===== config.mk =====
export PLATFORM = sky130hd
export DESIGN_NAME = param_accu
export DESIGN_NICKNAME = d
export VERILOG_FILES = /design/src/rtl/param_accu.sv
export SDC_FILE = /design/constraint.sdc
export NUM_CORES = 1
export LEC_CHECK = 0
export ABC_CLOCK_PERIOD_IN_PS = 2250
export BUFFER_PORTS_ARGS = -buffer_cell sky130_fd_sc_hd__buf_4
export CORE_ASPECT_RATIO = 0.5
export CORE_UTILIZATION = 45
export CTS_CLUSTER_DIAMETER = 200
export DETAILED_ROUTE_END_ITERATION = 12
export GPL_TIMING_DRIVEN = 0
export PLACE_DENSITY = 0.71
export SLEW_MARGIN = 0
export SYNTH_ARGS = -nofsm -noshare
export SYNTH_HDL_FRONTEND = slang
export SYNTH_SLANG_ARGS = --single-unit

===== constraint.sdc =====
create_clock -name clk -period 2.25 [get_ports clk]
set_clock_uncertainty 0.1 [all_clocks]
set_input_delay 0.1125 -clock clk [delete_from_list [all_inputs] [get_ports clk]]
set_output_delay 0.1125 -clock clk [all_outputs]
set_load 0.02 [all_outputs]

===== src/rtl/param_accu.sv =====
// ============================================================================
//  Module      : param_accu
//  Description : Accumulates N unsigned samples per group and presents the
//                group sum through a valid/ready output register with an
//                overflow flag. Build macro ACCU_SAT_EN selects saturation
//                instead of wrap on overflow.
//  Revision    : 1.0 - initial release
// ============================================================================
`default_nettype none

module param_accu #(
    parameter int DATA_W = 8,
    parameter int N      = 4,
    parameter int OUT_W  = DATA_W + $clog2(N)
) (
    input  logic              clk,
    input  logic              rst_n,
    input  logic              clr,
    input  logic [DATA_W-1:0] data_in,
    input  logic              valid_in,
    output logic              ready_in,
    output logic [OUT_W-1:0]  data_out,
    output logic              valid_out,
    input  logic              ready_out,
    output logic              ovf
);

    localparam int                 c_CNT_W    = (N > 1) ? $clog2(N) : 1;
    localparam logic [c_CNT_W-1:0] c_CNT_LAST = c_CNT_W'(N - 1);

    // r_acc[OUT_W] is a sticky overflow bit; the low OUT_W bits carry the
    // running sum modulo 2^OUT_W, so any N/DATA_W combination stays exact.
    logic [OUT_W:0]       r_acc;
    logic [c_CNT_W-1:0]   r_cnt;
    logic [OUT_W-1:0]     r_data_out;
    logic                 r_valid_out;
    logic                 r_ovf;

    logic                 w_last;
    logic                 w_ready_in;
    logic                 w_accept;
    logic                 w_complete;
    logic                 w_xfer;
    logic [OUT_W:0]       w_sum;
    logic [OUT_W:0]       w_acc_next;
    logic                 w_ovf;
    logic [OUT_W-1:0]     w_result;

    assign w_last     = (r_cnt == c_CNT_LAST);
    assign w_ready_in = !(w_last && r_valid_out && !ready_out);
    assign w_accept   = valid_in && w_ready_in;
    assign w_complete = w_accept && w_last && !clr;
    assign w_xfer     = r_valid_out && ready_out;

    assign w_sum      = {1'b0, r_acc[OUT_W-1:0]}
                      + {{(OUT_W + 1 - DATA_W){1'b0}}, data_in};
    assign w_acc_next = {r_acc[OUT_W] | w_sum[OUT_W], w_sum[OUT_W-1:0]};
    assign w_ovf      = w_acc_next[OUT_W];

`ifdef ACCU_SAT_EN
    assign w_result = w_ovf ? {OUT_W{1'b1}} : w_acc_next[OUT_W-1:0];
`else
    assign w_result = w_acc_next[OUT_W-1:0];
`endif

    always_ff @(posedge clk or negedge rst_n) begin
        if (!rst_n) begin
            r_acc <= '0;
            r_cnt <= '0;
        end else if (clr) begin
            r_acc <= '0;
            r_cnt <= '0;
        end else if (w_accept) begin
            if (w_last) begin
                r_acc <= '0;
                r_cnt <= '0;
            end else begin
                r_acc <= w_acc_next;
                r_cnt <= r_cnt + 1'b1;
            end
        end
    end

    // A completing group takes precedence over a transfer, so back-to-back
    // groups keep valid_out high without a bubble.
    always_ff @(posedge clk or negedge rst_n) begin
        if (!rst_n) begin
            r_data_out  <= '0;
            r_valid_out <= 1'b0;
            r_ovf       <= 1'b0;
        end else if (w_complete) begin
            r_data_out  <= w_result;
            r_valid_out <= 1'b1;
            r_ovf       <= w_ovf;
        end else if (w_xfer) begin
            r_valid_out <= 1'b0;
        end
    end

    assign ready_in  = w_ready_in;
    assign data_out  = r_data_out;
    assign valid_out = r_valid_out;
    assign ovf       = r_ovf;

endmodule

`default_nettype wire


==> results.cfg, run 1 <==
[finish]
drive_above_1_share_pct = 25.0
finalNetCount = 188
n_antenna_cell = 0
instances_no_fill = 201
area_growth_syn_to_layout_pct = 22.1
fin_area_um2 = 1690
fin_util_pct = 61.4

[min_path]
min_to = r_cnt[1]$_DFFE_PN0P_
min_path_cells = 3
hold_path_class = primary input to register
hp-start = valid_in

[clock_network]
cts_buffers = 3
cts_max_level = 1
cts_tree = done
clock_insertion_delay_worst_skew_ns = 0.27
clock_path_buffers = 2
post_cts_buffers = 0
cts.clk_slew.worst_paths_ns = 0.09
root_buffer = clkbuf_8
clock_sinks = 25

[sta]
maxSlewViolCount = 0
relSlewSlack_pct = 50.9
finalSetupViolations = 0
finalCriticalPeriod_ns = 2.14
hold_violations = 0
setup_tns_ns = 0
rsz0062_at_grt = false
fmax_mhz = 468
hold_ws_ns = 0.0243
finalCritPeriodShare_pct = 95.0
setup_ws_ns = 0.114
tightestPinTransition_ns = 0.733

[yosys]
postSynthCellCount = 133
yosysTopAreaCell = dfrtp_1
synth_edf_count = 0
synth_top_area_share_pct = 45.3
ys_types = 39
yosys_warnings = 0
synth_area_leaders = dfrtp_1 (45%), ha_1 (8.2%), nand2_1 (4.3%)
synth_area_per_cell_um2 = 10.4
netlist_area_um2 = 1380
yosysSeqAreaShare_pct = 45.3
syn_nets = 156
ys_seq_elements = 25
synth_top_flop_cell = dfrtp_1
async_flop_share_pct = 100

[setup_path]
cp_num_buf_inv = 0
r2r-start = r_acc[0]$_DFFE_PN0P_
crit_path_end_kind = register
worstSetupStartpointType = register
max_stage_delay_ns = 0.42
r2r_slack_ns = 0.11
crit_type = register to register
crit_fanout = 3
arrival_ns = 2.20
slowest_stage = fa_1
reg2reg_depth = 6
cp_cell_sequence = ha_1 > fa_1 > nand3_1 > a21oi_1 > or3_1 > a32o_1
cpLargestDelayFamily = adder cells
path_depth = 6
reg2reg_to = r_acc[6]$_DFFE_PN0P_
critPathRequiredTime_ns = 2.31

[detailed_routing]
postRouteAntennaNets = 0
wl_um = 3090
drtPass1Iterations = 4
wl_per_cell_um = 15.4
drt_iter0_drc = 89
route.detailed.drc = 0
dr_total_vias = 1138
viasPerCell = 5.66

[place]
dp_cells = 195
hpwlAfterDp_um = 2190
place_area_um2 = 1620
place.port_buffers = 25
gp_congestion = 0.840
pre_cts_ws_ns = 0.163

[global_route]
grt_pass1_vias = 1008
gr-total-overflow = 0
grt_max_degree = 26
grt_first_pass_wirelength_um = 4780
antenna_found_initial = 0
track_usage_pct = 20.6

[die]
core_area_um2 = 2750
ios = 26
start_util_pct = 50.3
fp-row-count = 13
dieArea_um2 = 3310
die_w_um = 80.4
die_y_um = 41.2

[power_and_ir_drop]
p_total_mw = 1.26
peakVddDrop_mv = 0.339
powerDensity_nw_per_um2 = 750
leakage_nw = 0.836

[flow_run]
cap_violations = 0

[status]
status = finished, final reports clean
-- cell usage after synthesis (3+ instances only) --
cell	count
nor3_1	3
o21ai_0	10
nand3_1	4
a211oi_1	3
dfrtp_1	25
a21o_1	3
mux2_2	3
o211ai_1	4
ha_1	9
a22o_1	5
nand2_1	16
xnor2_1	3
nor2_1	3
a21oi_1	10
-- area by class of cell --
class                   count  area, um2
inverters                   2       7.51
clock inverters             1       5.00
plain buffers               2       10.0
flip-flops and latches     25        626
fillers                   239       1060
repair buffers             27        208
multi-input cells         104        743
clock buffers               3       41.3
well taps                  37       46.3
-- worst max-delay path by stage --
| stage | from | end | slack (ns) |
|---|---|---|---|
| 6_report | r_acc[0]$_DFFE_PN0P_ | r_acc[6]$_DFFE_PN0P_ | 0.11 |
| 5_1_grt | r_acc[0]$_DFFE_PN0P_ | data_out[6]$_DFFE_PN0P_ | 0.02 |
| 3_3_place_gp | r_acc[0]$_DFFE_PN0P_ | r_acc[6]$_DFFE_PN0P_ | 0.20 |
| 2_1_floorplan | r_acc[0]$_DFFE_PN0P_ | r_acc[6]$_DFFE_PN0P_ | 0.31 |
| 3_5_place_dp | r_acc[0]$_DFFE_PN0P_ | r_acc[10]$_DFFE_PN0P_ | 0.16 |
| 4_1_cts | r_acc[0]$_DFFE_PN0P_ | r_acc[10]$_DFFE_PN0P_ | 0.14 |
-- power by group --
| group | switching [mW] | internal [mW] | total, mW |
|---|---|---|---|
| clock network | 0.139 | 0.124 | 0.263 |
| registers | 0.0498 | 0.522 | 0.572 |
| logic | 0.233 | 0.196 | 0.429 |
| total | 0.422 | 0.842 | 1.26 |
-- what timing repair did --
| action | in CTS | in global routing |
|---|---|---|
| hold endpoints to repair | 26 | 0 |
| endpoints found under the setup margin | 0 | 3 |
| resized for setup | 0 | 1 |
| hold buffers | 2 | 0 |
-- layout by cell type (no fill, tap or decap), types with 2 or more instances in the layout --
master	instances
nor3_1	3
ha_1	9
inv_1	2
a21oi_1	10
o211ai_1	4
a31o_2	2
nand2_1	16
nand2b_1	2
clkbuf_8	3
buf_2	2
a21o_1	3
nand3_1	4
nor2_1	3
a22o_1	5
a211oi_1	2
buf_4	25
or3_1	2
dlygate4sd3_1	2
xnor2_1	3
o21ai_0	10
dfrtp_1	25
o21a_1	2
mux2_2	3
a32o_1	2
-- kinds of logic (layout without fill, tap and decap cells) --
family	after synthesis	count (layout)	synth area share, %
DFF	25	25	45.3
buffers and inverters	4	35	1.27
AOI/OAI and AO/OA	46	46	22.6
and+or+nand+nor	41	41	16.3
adders and majority gates	10	10	9.60
muxes	3	3	2.45
xor gates and xnor gates	4	4	2.54
-- per-layer routing --
metal | up-vias | routed length [um] | GRT usage [%]
li1 | 559 | - | -
met1 | 540 | 1490 | 28.0
met2 | 35 | 1340 | 32.2
met3 | 4 | 206 | 5.33
met4 | 0 | 48 | 8.04
met5 | - | 0 | 0
-- sequential cells by signal, summed over array words and instances (netlist names) --
name	count
valid_out	1
r_cnt	2
r_acc	11
data_out	10
ovf	1
-- worst register-to-register path, cell delays in order, from the launching register on --
cell and delay (ns):
dfrtp_1 0.39, ha_1 0.23, fa_1 0.42, nand3_1 0.18
a21oi_1 0.10, or3_1 0.35, a32o_1 0.25
Power figures use the tool's default switching activity.
==> inputs of run 2 (changes only) <==
CORE_MARGIN = 2   (was default)
REMOVE_ABC_BUFFERS = 1   (was default)
==> run 2 against run 1 <==
Setup slack improved by 0.074 ns. Via count down 2.5%. First-iteration DRC count shrank 40%. Sequential cell count is the same. Critical endpoint unchanged. Highest routed layer is now met3.
==> results.cfg, run 2 (same netlist as run 1, synthesis figures left out) <==
[status]
status = finished, final reports clean

[power_and_ir_drop]
internal-power_mw = 0.844
p_total_mw = 1.25
switching_share_pct = 32.7
p_switching_mw = 0.410
clkPwrFrac_pct = 21.3
power_frac_seq_pct = 45.4
leakage_nw = 0.826
peakVddDrop_mv = 0.276
powerDensity_nw_per_um2 = 748
power_frac_comb_pct = 33.4

[place]
gp_congestion = 0.782
dp_cells = 196
place.port_buffers = 25
hpwlAfterDp_um = 2000

[detailed_routing]
wl_um = 2770
viasPerCell = 5.49
drt_iter0_drc = 53
postRouteAntennaNets = 0
dr_total_vias = 1109
wl_per_cell_um = 13.7
drtPass1Iterations = 4
route.detailed.drc = 0

[clock_network]
clock_path_buffers = 2
cts_buffers = 3
cts_max_level = 1
cts.clk_slew.worst_paths_ns = 0.09
clock_sinks = 25
cts_tree = done
root_buffer = clkbuf_8
clock_insertion_delay_worst_skew_ns = 0.27
post_cts_buffers = 0

[setup_path]
crit_fanout = 3
critPathRequiredTime_ns = 2.31
worstSetupStartpointType = register
crit_type = register to register
crit_path_end_kind = register
arrival_ns = 2.13

[finish]
area_growth_syn_to_layout_pct = 21.5
final_cell_mix = dfrtp_1 (25), buf_4 (25), nand2_1 (16)
n_antenna_cell = 0
drive_above_1_share_pct = 23.5
largest_register = r_acc
instances_no_fill = 202
largest_reg_flops = 11
finalNetCount = 186

[die]
fp-row-count = 14
die_w_um = 82.4
core_area_um2 = 2960
start_util_pct = 46.7
dieArea_um2 = 3560
ios = 26
die_y_um = 43.2

[global_route]
grt_first_pass_wirelength_um = 4710
antenna_found_initial = 0
track_usage_pct = 17.5
gr-total-overflow = 0
grt_max_degree = 26
grt_pass1_vias = 1012

[sta]
setup_tns_ns = 0
hold_ws_ns = 0.0364
finalSetupViolations = 0
finalCritPeriodShare_pct = 91.7
relSlewSlack_pct = 51.9
hold_violations = 0
fmax_mhz = 485
maxSlewViolCount = 0
rsz0062_at_grt = false
tightestPinTransition_ns = 0.718
finalCriticalPeriod_ns = 2.06

[flow_run]
cap_violations = 0

[min_path]
hold_path_class = primary input to register
[run 2: cell types whose count changed in the layout (fill, tap and decap cells not counted)]
cell | before | now
a211oi_2 | 1 | 0
a21oi_2 | 0 | 1
clkinv_2 | 1 | 0
clkbuf_1 | 0 | 1
buf_2 | 2 | 0
a21oi_1 | 10 | 9
a211oi_1 | 2 | 3
[run 2: area by class of cell]
| class | instances | area [um2] |
|---|---|---|
| well taps | 40 | 50.0 |
| repair buffers | 27 | 208 |
| flip-flops and latches | 25 | 626 |
| inverters | 2 | 7.51 |
| clock buffers | 4 | 45.0 |
| multi-input cells | 104 | 742 |
| fillers | 264 | 1280 |
[run 2: through the flow]
stage          worst slack, ns  util (%)  cell area [um2]
2_1_floorplan            0.312         -             1370
3_3_place_gp            0.0669      54.4             1610
3_5_place_dp            0.0728      54.4             1610
4_1_cts                 0.0433      56.6             1670
5_1_grt                  0.105      56.7             1680
6_report                 0.188      56.7             1680
[run 2: final timing paths]
| path | startpoint | endpoint | slack, ns | depth (start not counted) |
|---|---|---|---|---|
| min in group asynchronous | rst_n | r_acc[3]$_DFFE_PN0P_ | 0.19 | 2 |
| max in group asynchronous | rst_n | r_acc[7]$_DFFE_PN0P_ | 1.62 | 2 |
| hold reg to reg | data_out[0]$_DFFE_PN0P_ | data_out[0]$_DFFE_PN0P_ | 0.38 | 2 |
| setup reg to reg | r_acc[0]$_DFFE_PN0P_ | r_acc[6]$_DFFE_PN0P_ | 0.19 | 6 |
| hold / removal | valid_in | r_cnt[1]$_DFFE_PN0P_ | 0.04 | 3 |
| setup / recovery | r_acc[0]$_DFFE_PN0P_ | r_acc[6]$_DFFE_PN0P_ | 0.19 | 6 |
[run 2: metal layers]
layer | up-vias | GRT usage (%) | part of all wire (%)
met5 | - | 0 | 0
met4 | 0 | 1.00 | 0
met3 | 0 | 4.47 | 4.0
met2 | 23 | 25.0 | 43
met1 | 525 | 27.7 | 53
li1 | 561 | - | -
[run 2: worst max-delay path, cell delays in order, from the launching register on]
cell	delay (ns)
dfrtp_1	0.39
ha_1	0.22
fa_1	0.43
nand3_1	0.15
a21oi_1	0.09
or3_1	0.33
a32o_1	0.25
[run 2: power by group through the flow]
stage | Combinational, mW | Sequential, mW | Clock (mW)
finish | 0.419 | 0.569 | 0.267
global route | 0.461 | 0.579 | 0.303
CTS | 0.419 | 0.569 | 0.278
detailed placement | 0.414 | 0.578 | 0
global placement | 0.409 | 0.576 | 0
floorplan | 0.228 | 0.622 | 0
[run 2: what timing repair did]
item	4_1_cts	5_1_grt
setup endpoints to repair	0	9
hold buffers	2	0
resized for setup	0	1
endpoints found under the hold margin	26	0
